==> src/rtl/button_pkg.sv <==
// rtl/button_pkg.sv - register offsets shared by the key controller and its bench
package button_pkg;

  typedef enum logic [1:0] {
    BTN_STATE = 2'd0,
    BTN_PEND  = 2'd1,
    BTN_MASK  = 2'd2,
    BTN_ESEL  = 2'd3
  } btn_reg_e;

  localparam int unsigned BTN_CNT_W = 8;

endpackage

==> src/rtl/button_ctrl_if.sv <==
// rtl/button_ctrl_if.sv - MMIO register bus between CPU and key controller
interface button_ctrl_if;
  logic        sel;
  logic        we;
  logic [1:0]  addr;
  logic [31:0] wdata;
  logic [31:0] rdata;

  modport master (output sel, output we, output addr, output wdata, input rdata);
  modport slave  (input sel, input we, input addr, input wdata, output rdata);
endinterface

==> src/rtl/button_debounce.sv <==
// rtl/button_debounce.sv - one key: 2-flop synchroniser, tick-driven debounce, edge pulses
module button_debounce
  import button_pkg::*;
#(
  parameter int unsigned DB_TICKS = 10
) (
  input  logic clk,
  input  logic rst_n,
  input  logic key_n_i,
  input  logic tick_i,
  output logic stable_o,
  output logic rise_o,
  output logic fall_o
);

  logic                 sync1_q, sync2_q;
  logic [BTN_CNT_W-1:0] cnt_q, cnt_d;
  logic                 stable_q, stable_d;
  logic                 rise_q, rise_d;
  logic                 fall_q, fall_d;
  logic                 raw_hi;

  assign raw_hi = ~sync2_q;

  // Any agreeing tick restarts the count, so bounces never accumulate.
  always_comb begin
    cnt_d    = cnt_q;
    stable_d = stable_q;
    rise_d   = 1'b0;
    fall_d   = 1'b0;
    if (tick_i) begin
      if (raw_hi == stable_q) begin
        cnt_d = '0;
      end else if (cnt_q == BTN_CNT_W'(DB_TICKS - 1)) begin
        cnt_d    = '0;
        stable_d = raw_hi;
        rise_d   = raw_hi;
        fall_d   = ~raw_hi;
      end else begin
        cnt_d = cnt_q + BTN_CNT_W'(1);
      end
    end
  end

  always_ff @(posedge clk or negedge rst_n) begin
    if (!rst_n) begin
      sync1_q  <= 1'b1;
      sync2_q  <= 1'b1;
      cnt_q    <= '0;
      stable_q <= 1'b0;
      rise_q   <= 1'b0;
      fall_q   <= 1'b0;
    end else begin
      sync1_q  <= key_n_i;
      sync2_q  <= sync1_q;
      cnt_q    <= cnt_d;
      stable_q <= stable_d;
      rise_q   <= rise_d;
      fall_q   <= fall_d;
    end
  end

  assign stable_o = stable_q;
  assign rise_o   = rise_q;
  assign fall_o   = fall_q;

endmodule

==> src/rtl/button_ctrl.sv <==
// rtl/button_ctrl.sv - key debounce/event controller: prescaler, registers, level irq
module button_ctrl
  import button_pkg::*;
#(
  parameter int unsigned NKEYS    = 8,
  parameter int unsigned TICK_DIV = 50000,
  parameter int unsigned DB_TICKS = 10
) (
  input  logic             clk,
  input  logic             rst_n,
  input  logic [NKEYS-1:0] user_key,
  button_ctrl_if.slave     bus,
  output logic             irq
);

  localparam int unsigned PW = (TICK_DIV > 2) ? $clog2(TICK_DIV) : 1;

  logic [PW-1:0]    presc_q, presc_d;
  logic             tick;
  logic [NKEYS-1:0] stable, rise, fall;
  logic [NKEYS-1:0] pend_q, pend_d;
  logic [NKEYS-1:0] mask_q, mask_d;
  logic [NKEYS-1:0] esel_q, esel_d;
  logic             irq_q, irq_d;
  logic [NKEYS-1:0] wbits, clr, ev;
  logic             wr_en;

  assign tick    = (presc_q == PW'(TICK_DIV - 1));
  assign presc_d = tick ? '0 : presc_q + PW'(1);

  for (genvar g = 0; g < NKEYS; g++) begin : g_key
    button_debounce #(.DB_TICKS(DB_TICKS)) u_db (
      .clk      (clk),
      .rst_n    (rst_n),
      .key_n_i  (user_key[g]),
      .tick_i   (tick),
      .stable_o (stable[g]),
      .rise_o   (rise[g]),
      .fall_o   (fall[g])
    );
  end

  // A new event is OR-ed in after the W1C mask, so set beats clear.
  always_comb begin
    wr_en  = bus.sel & bus.we;
    wbits  = bus.wdata[NKEYS-1:0];
    ev     = (rise & ~esel_q) | (fall & esel_q);
    clr    = (wr_en && btn_reg_e'(bus.addr) == BTN_PEND) ? wbits : '0;
    pend_d = (pend_q & ~clr) | ev;
    mask_d = (wr_en && btn_reg_e'(bus.addr) == BTN_MASK) ? wbits : mask_q;
    esel_d = (wr_en && btn_reg_e'(bus.addr) == BTN_ESEL) ? wbits : esel_q;
    irq_d  = |(pend_q & mask_q);
  end

  always_comb begin
    bus.rdata = '0;
    case (btn_reg_e'(bus.addr))
      BTN_STATE: bus.rdata[NKEYS-1:0] = stable;
      BTN_PEND:  bus.rdata[NKEYS-1:0] = pend_q;
      BTN_MASK:  bus.rdata[NKEYS-1:0] = mask_q;
      BTN_ESEL:  bus.rdata[NKEYS-1:0] = esel_q;
      default:   bus.rdata = '0;
    endcase
  end

  always_ff @(posedge clk or negedge rst_n) begin
    if (!rst_n) begin
      presc_q <= '0;
      pend_q  <= '0;
      mask_q  <= '0;
      esel_q  <= '0;
      irq_q   <= 1'b0;
    end else begin
      presc_q <= presc_d;
      pend_q  <= pend_d;
      mask_q  <= mask_d;
      esel_q  <= esel_d;
      irq_q   <= irq_d;
    end
  end

  assign irq = irq_q;

endmodule

==> src/flat_wrapper.sv <==
// flat-port wrapper written by rule: the top's interface ports become plain ports
module button_ctrl_flat import button_pkg::*;
#(
  parameter int unsigned NKEYS    = 8,
  parameter int unsigned TICK_DIV = 50000,
  parameter int unsigned DB_TICKS = 10
)
  (clk, rst_n, user_key, irq, bus_sel, bus_we, bus_addr, bus_wdata, bus_rdata);
  button_ctrl_if bus_i ();
  input  logic clk;
  input  logic rst_n;
  input  logic [NKEYS-1:0] user_key;
  output logic irq;
  input wire logic [$bits(bus_i.sel)-1:0] bus_sel;
  input wire logic [$bits(bus_i.we)-1:0] bus_we;
  input wire logic [$bits(bus_i.addr)-1:0] bus_addr;
  input wire logic [$bits(bus_i.wdata)-1:0] bus_wdata;
  output wire logic [$bits(bus_i.rdata)-1:0] bus_rdata;
  assign bus_i.sel = bus_sel;
  assign bus_i.we = bus_we;
  assign bus_i.addr = bus_addr;
  assign bus_i.wdata = bus_wdata;
  assign bus_rdata = bus_i.rdata;
  button_ctrl #(.NKEYS(NKEYS), .TICK_DIV(TICK_DIV), .DB_TICKS(DB_TICKS)) u_core (.clk(clk), .rst_n(rst_n), .user_key(user_key), .bus(bus_i), .irq(irq));
endmodule
==> config.mk <==
export PLATFORM = sky130hd
export DESIGN_NAME = button_ctrl_flat
export DESIGN_NICKNAME = d
export VERILOG_FILES = /design/src/rtl/button_pkg.sv /design/src/rtl/button_ctrl_if.sv /design/src/rtl/button_debounce.sv /design/src/rtl/button_ctrl.sv /design/src/flat_wrapper.sv
export SDC_FILE = /design/constraint.sdc
export NUM_CORES = 1
export LEC_CHECK = 0
export CAP_MARGIN = 20
export CORE_ASPECT_RATIO = 1.5
export CORE_MARGIN = 5
export CORE_UTILIZATION = 29
export CTS_BUF_LIST = sky130_fd_sc_hd__clkbuf_8
export DETAILED_ROUTE_END_ITERATION = 12
export SKIP_LAST_GASP = 1
export SLEW_MARGIN = 20
export SYNTH_ARGS = -nofsm -noshare
export SYNTH_HDL_FRONTEND = slang
export SYNTH_SLANG_ARGS = --single-unit
==> constraint.sdc <==
create_clock -name clk -period 2.38 [get_ports clk]
set_input_delay 0.476 -clock clk [delete_from_list [all_inputs] [get_ports clk]]
set_output_delay 0.476 -clock clk [all_outputs]
set_load 0.02 [all_outputs]
==> results.json, run 1 <==
{
  "run_status": "complete, no violations",
  "clk_transition_reported_paths_ns": 0.08,
  "setup_tns_ns": 0,
  "crit_path_cell_trace": "clkdlybuf4s50_1, mux4_2, clkdlybuf4s15_1",
  "post_route_cells_drive_above_1_share_pct": 14.2,
  "worst-endpoint-required_ns": 1.90,
  "post_synth.cell_area_avg_sq_um": 10.5,
  "timing.max_cap.violations": 0,
  "critPathCaptureType": "output pin",
  "detailed_place_hpwl_microns": 10200,
  "maxClockFrequency_ghz": 0.433,
  "psw_uw": 1180,
  "first_pass_iteration_count_of_the_detailed_router": 5,
  "ctsHtreeMaxLevel": 4,
  "yosysTopAreaCellShare_pct": 45.3,
  "timing.critical_path.slowest_cell_delay_ns": 0.54,
  "worst_hold_slack_ns": 0.353,
  "ys_seq_area_share_pct": 51.2,
  "synth-edff-count": 0,
  "synth_flop_cell": "sky130_fd_sc_hd__dfrtp_1",
  "clock_tree.root_cell": "sky130_fd_sc_hd__clkbuf_8",
  "power.leakage_uw": 0.00344,
  "crit_path_max_fanout": 3,
  "regToRegStartpoint": "u_core.presc_q[4]",
  "cellInternalPower_uw": 3860,
  "yosysWarnings": 0,
  "antenna_cells": 0,
  "utilization_pct": 33.7,
  "critPathBufInv": 2,
  "post_synth_arst_share_pct": 100,
  "layout_worst_path_cycle_share_pct": 97.0,
  "sw_frac_of_total_pct": 23.5,
  "antenna_found_initial": 0,
  "cp-start-kind": "input port",
  "path_delay_family": "buffers and inverters",
  "placed_area_sq_um": 7800,
  "detailedPlace.worstSlack_ns": -0.294,
  "cts_tree": "yes",
  "wire_length_of_the_first_global_routing_pass_microns": 25600,
  "syn-cell-area_sq_um": 7130,
  "comb_power_share_pct": 6.5,
  "area.growth.synth_to_final_pct": 15.1,
  "report.final.hold_viol_count": 0,
  "ant_nets": 0,
  "peakVddDrop_mv": 0.363,
  "post_drt_wl_per_cell_microns": 13.9,
  "min-delay-path-class": "register to register",
  "worst-endpoint-arrival_ns": 1.83,
  "placeableCoreArea_sq_um": 24300,
  "synth_top_area_cells": "sky130_fd_sc_hd__dfrtp_1, sky130_fd_sc_hd__dfstp_2, sky130_fd_sc_hd__o21ai_0",
  "detail_route.wirelength_microns": 14700,
  "die-area_sq_um": 27900,
  "worst_pin_slew_ns": 0.607,
  "power.density_cell_area_nw_per_um2": 614,
  "hold_path.startpoint": "u_core.g_key[0].u_db.sync1_q",
  "finalWorstPathRequiredPeriod_ns": 2.31,
  "post_synth_num_cell_types": 54,
  "setup-violations-final": 0,
  "post_synth_inst_count": 678,
  "num_rows": 70,
  "max_slew_margin_pct": 59.0,
  "grt_usage_pct": 10.9,
  "timing.critical_path.from": "bus_addr[1]",
  "remaining_drc_errors": 0,
  "clockBufferDepth": 2,
  "setup_slack_ns": 0.0704,
  "post-cts-setup-buffers": 0,
  "avgViaCountPerCell": 4.92,
  "via_count": 5221,
  "cts-buffers-inserted": 17,
  "io_pins": 79,
  "yosysTopAreaCell": "sky130_fd_sc_hd__dfrtp_1",
  "critical-path-slowest-cell": "sky130_fd_sc_hd__clkdlybuf4s50_1",
  "port_buffers": 30,
  "insertion_delay_ns": 0.44,
  "slew_violations": 0,
  "fillCellCount": 2503,
  "net_count_final": 787,
  "initial_utilization_pct": 29.3,
  "clock_skew_ns": 0.00905,
  "initialDrtViolationCount": 353,
  "clock_power_share_pct": 41.7,
  "multiInputGateArea_sq_um": 3200,
  "timing.setup.critical_path_class": "input port to output pin",
  "first_global_vias": 5217,
  "power.sequential.fraction_pct": 51.8,
  "unrepaired_setup_endpoints_after_global_routing": "false",
  "finish.instance_area_sq_um": 8210,
  "postSynthRegisterBits": 145,
  "seqCellArea_sq_um": 3650,
  "grt_max_degree": 50,
  "cts_num_sinks": 145,
  "routabilityCongestion": 0.813,
  "gr-total-overflow": 0,
  "die_ht_microns": 202,
  "die_w_microns": 138
}
[routing by layer]
metal / routed length (microns) / part of all wire [%] / track usage, %
met4: 342 / 2.3 / 4.87
met2: 7530 / 51 / 19.2
met1: 6370 / 43 / 12.8
met3: 487 / 3.3 / 2.41
met5: 0 / 0 / 0
[Yosys cell counts (14+ instances only)]
library cell	instances
sky130_fd_sc_hd__nor2_1	28
sky130_fd_sc_hd__ha_1	17
sky130_fd_sc_hd__nor3_1	17
sky130_fd_sc_hd__dfstp_2	16
sky130_fd_sc_hd__o21ai_0	56
sky130_fd_sc_hd__mux2_2	16
sky130_fd_sc_hd__xor2_1	14
sky130_fd_sc_hd__nand3_1	44
sky130_fd_sc_hd__buf_4	26
sky130_fd_sc_hd__and3_1	14
sky130_fd_sc_hd__inv_1	27
sky130_fd_sc_hd__nand2_1	56
sky130_fd_sc_hd__dfrtp_1	129
sky130_fd_sc_hd__o22ai_1	16
sky130_fd_sc_hd__nand4_1	19
sky130_fd_sc_hd__a21oi_1	20
[what timing repair did]
action / in CTS / in global routing
endpoints found under the hold margin: 40 / 0
hold buffers: 1 / 0
endpoints found under the setup margin: 8 / 2
gates resized for setup: 26 / 3
pin swaps: 0 / 0
[per-stage QoR]
step                power [uW]  instances
global route              5270       1061
floorplan                 2850        701
CTS                       5140       1061
detailed placement        3010       1028
finish                    5040       1061
global placement          3000       1028
[layout by cell type, fill, tap and decap left out, types with 17 or more instances in the layout]
cell and instances:
sky130_fd_sc_hd__dfrtp_1 129, sky130_fd_sc_hd__nand2_1 56, sky130_fd_sc_hd__o21ai_0 56, sky130_fd_sc_hd__nand3_1 44, sky130_fd_sc_hd__inv_1 28, sky130_fd_sc_hd__nor2_1 28, sky130_fd_sc_hd__conb_1 24, sky130_fd_sc_hd__clkdlybuf4s50_1 21
sky130_fd_sc_hd__a21oi_1 20, sky130_fd_sc_hd__nand4_1 19, sky130_fd_sc_hd__clkbuf_8 18, sky130_fd_sc_hd__nor3_1 17, sky130_fd_sc_hd__ha_1 17
[state kept, by name, summed over array words and instances, names as in the netlist]
register / cells
u_core.presc_q: 16
u_core.g_key.u_db.sync2_q: 8
u_core.g_key.u_db.rise_o: 8
u_core.mask_q: 8
u_core.g_key.u_db.cnt_q: 64
u_core.g_key.u_db.fall_o: 8
u_core.g_key.u_db.stable_o: 8
u_core.pend_q: 8
u_core.irq: 1
u_core.esel_q: 8
u_core.g_key.u_db.sync1_q: 8
[kinds of logic (layout without fill, tap and decap cells)]
family	after synthesis	after routing	share of synthesized area, %
muxes	28	28	5.61
AOI/OAI and AO/OA	150	150	13.4
and+or+nand+nor	247	247	19.1
other	1	24	0.0526
DFF	145	145	51.2
adders and majority gates	17	17	2.98
buffers and inverters	70	106	5.21
xor gates and xnor gates	20	20	2.46
[cell type report]
class                      instances  share of cell area, %
tap                              324                   4.94
timing repair buffer              47                   5.14
inverter                          27                   1.23
multi-input combinational        486                   38.9
clock inverter                    14                   2.30
sequential                       145                   44.4
clock buffer                      18                   3.02
[path summary, 6_finish.rpt]
path | to | slack (ns) | depth (start not counted)
min in group asynchronous | u_core.g_key[4].u_db.cnt_q[1] | 0.54 | 2
max in group asynchronous | u_core.g_key[3].u_db.sync1_q | 1.07 | 3
max reg2reg | u_core.g_key[1].u_db.cnt_q[3] | 0.37 | 5
min reg2reg | u_core.g_key[0].u_db.sync2_q | 0.35 | 0
min | u_core.g_key[0].u_db.sync2_q | 0.35 | 0
max | bus_rdata[6] | 0.07 | 3
[power by group through the flow]
stage,combinational (uW),clock [uW],sequential [uW]
final,328,2100,2610
after global routing,362,2290,2630
after CTS,335,2190,2610
after detailed placement,350,0,2660
after global placement,344,0,2660
after floorplan,216,0,2640
(Power assumes the default switching activity.)
==> run 2: changes to the inputs <==
REMOVE_ABC_BUFFERS = 1   (was default)
==> run 2 against run 1 <==
Total power grew 3.5%; clock power grew 9%; routed wire length increased by 4.1%; highest routed layer is now met5; sequential share of layout area down 0.42 points; largest power group unchanged; design area rose by 0.94%; worst hold slack worse by 0.0022 ns; non-clock buffer count grew 2; via count is 0.90% higher; maximum frequency decreased by 2.8%.
==> results.json, run 2 (synthesis results as in run 1) <==
{
  "critPathCaptureType": "output pin",
  "totalPowerFinal_uw": 5220,
  "post-cts-setup-buffers": 0,
  "gr-total-overflow": 0,
  "avgViaCountPerCell": 4.95,
  "run_status": "complete, no violations",
  "wire_length_of_the_first_global_routing_pass_microns": 25600,
  "cts-buffers-inserted": 17,
  "die-area_sq_um": 27900,
  "cp-start-kind": "input port",
  "initialDrtViolationCount": 357,
  "detailed_place_hpwl_microns": 10600,
  "remaining_drc_errors": 0,
  "ctsHtreeMaxLevel": 4,
  "utilization_pct": 34.0,
  "routabilityCongestion": 0.766,
  "clock_power_share_pct": 43.6,
  "unrepaired_setup_endpoints_after_global_routing": "true",
  "timing.setup.critical_path_class": "input port to output pin",
  "cts_tree": "yes",
  "max_slew_margin_pct": 55.8,
  "max_flop_register": "u_core.g_key.u_db.cnt_q",
  "grt_max_degree": 59,
  "insertion_delay_ns": 0.45,
  "initial_utilization_pct": 29.3,
  "worst-endpoint-arrival_ns": 1.90,
  "peakVddDrop_mv": 0.270,
  "detail_route.wirelength_microns": 15300,
  "post_drt_wl_per_cell_microns": 14.4,
  "die_ht_microns": 202,
  "first_global_vias": 5069,
  "worst_pin_slew_ns": 0.653,
  "layout_worst_path_cycle_share_pct": 99.8,
  "cts_num_sinks": 145,
  "report.final.hold_viol_count": 0,
  "layout_common_cells": "sky130_fd_sc_hd__dfrtp_1, sky130_fd_sc_hd__nand2_1, sky130_fd_sc_hd__o21ai_0",
  "min-delay-path-class": "register to register",
  "clock_skew_ns": 0.00924,
  "comb_power_share_pct": 6.4,
  "clk_transition_reported_paths_ns": 0.09,
  "first_pass_iteration_count_of_the_detailed_router": 5,
  "via_count": 5268,
  "post_route_cells_drive_above_1_share_pct": 14.5,
  "net_count_final": 789,
  "io_pins": 79,
  "setup_tns_ns": 0,
  "placeableCoreArea_sq_um": 24300,
  "sw_frac_of_total_pct": 23.3,
  "ant_nets": 0,
  "maxClockFrequency_ghz": 0.421,
  "largestRegisters": "u_core.g_key.u_db.cnt_q (64), u_core.presc_q (16)",
  "setup-violations-final": 0,
  "slew_violations": 0,
  "die_w_microns": 138,
  "area.growth.synth_to_final_pct": 16.2,
  "mostFrequentLayoutCell": "sky130_fd_sc_hd__dfrtp_1",
  "clockBufferDepth": 2,
  "port_buffers": 30,
  "power.sequential.fraction_pct": 50.0,
  "largest_reg_flops": 64,
  "psw_uw": 1220,
  "power.density_cell_area_nw_per_um2": 630,
  "crit_path_max_fanout": 11,
  "num_rows": 70,
  "clock_tree.root_cell": "sky130_fd_sc_hd__clkbuf_8",
  "worst-endpoint-required_ns": 1.90,
  "timing.max_cap.violations": 0,
  "cellInternalPower_uw": 4000,
  "antenna_found_initial": 1,
  "finalWorstPathRequiredPeriod_ns": 2.38,
  "power.leakage_uw": 0.00350,
  "grt_usage_pct": 11.2
}
## run 2: power groups by stage
| stage | clock network (uW) | logic (uW) | registers (uW) |
|---|---|---|---|
| floorplan | 0 | 179 | 2640 |
| global placement | 0 | 354 | 2660 |
| detailed placement | 0 | 356 | 2660 |
| CTS | 2350 | 345 | 2610 |
| global route | 2460 | 368 | 2620 |
| finish | 2280 | 333 | 2610 |
## run 2: worst max-delay path: stages
cell and delay [ns]:
sky130_fd_sc_hd__clkdlybuf4s50_1 0.51, sky130_fd_sc_hd__buf_12 0.15, sky130_fd_sc_hd__mux4_2 0.57, sky130_fd_sc_hd__clkbuf_2 0.19
## run 2: layer usage
layer  part of all wire (%)  GRT usage (%)  vias up
met5                  0.085              0        -
met4                    1.7           4.48        2
met3                    4.0           3.27       19
met2                     50           18.9      103
met1                     45           13.4     2603
li1                       -              -     2541
## run 2: layout make-up
cell class | instances | area (sq um)
diodes | 1 | 2.50
clock buffers | 19 | 262
clock inverters | 13 | 209
fillers | 2523 | 16100
inverters | 27 | 101
multi-input cells | 486 | 3200
flip-flops and latches | 145 | 3650
well taps | 324 | 405
repair buffers | 49 | 463
## run 2: through the flow
stage | hold WS, ns | setup WS (ns) | area (sq um) | instances
after global placement | 0.348 | -0.395 | 7840 | 1030
after global routing | 0.348 | -0.0157 | 8290 | 1063
after CTS | 0.350 | -0.143 | 8300 | 1063
after detailed placement | 0.347 | -0.370 | 7840 | 1030
final | 0.351 | 0.00487 | 8290 | 1064
after floorplan | 0.180 | 0.00848 | 6950 | 658
## run 2: timing repair
action	CTS	global route
endpoints found under the setup margin	8	4
hold endpoints to repair	14	0
hold buffers	1	0
resized for setup	25	4
pin swaps	0	0
## run 2: final timing paths
check | startpoint | end | depth (start not counted) | slack [ns]
setup / recovery | bus_addr[0] | bus_rdata[0] | 4 | 0.005
hold / removal | u_core.g_key[7].u_db.sync1_q | u_core.g_key[7].u_db.sync2_q | 0 | 0.35
setup reg to reg | u_core.presc_q[4] | u_core.g_key[6].u_db.cnt_q[6] | 5 | 0.33
hold reg to reg | u_core.g_key[7].u_db.sync1_q | u_core.g_key[7].u_db.sync2_q | 0 | 0.35
max in group asynchronous | rst_n | u_core.g_key[4].u_db.sync1_q | 3 | 1.27
min in group asynchronous | rst_n | u_core.g_key[1].u_db.cnt_q[7] | 2 | 0.45
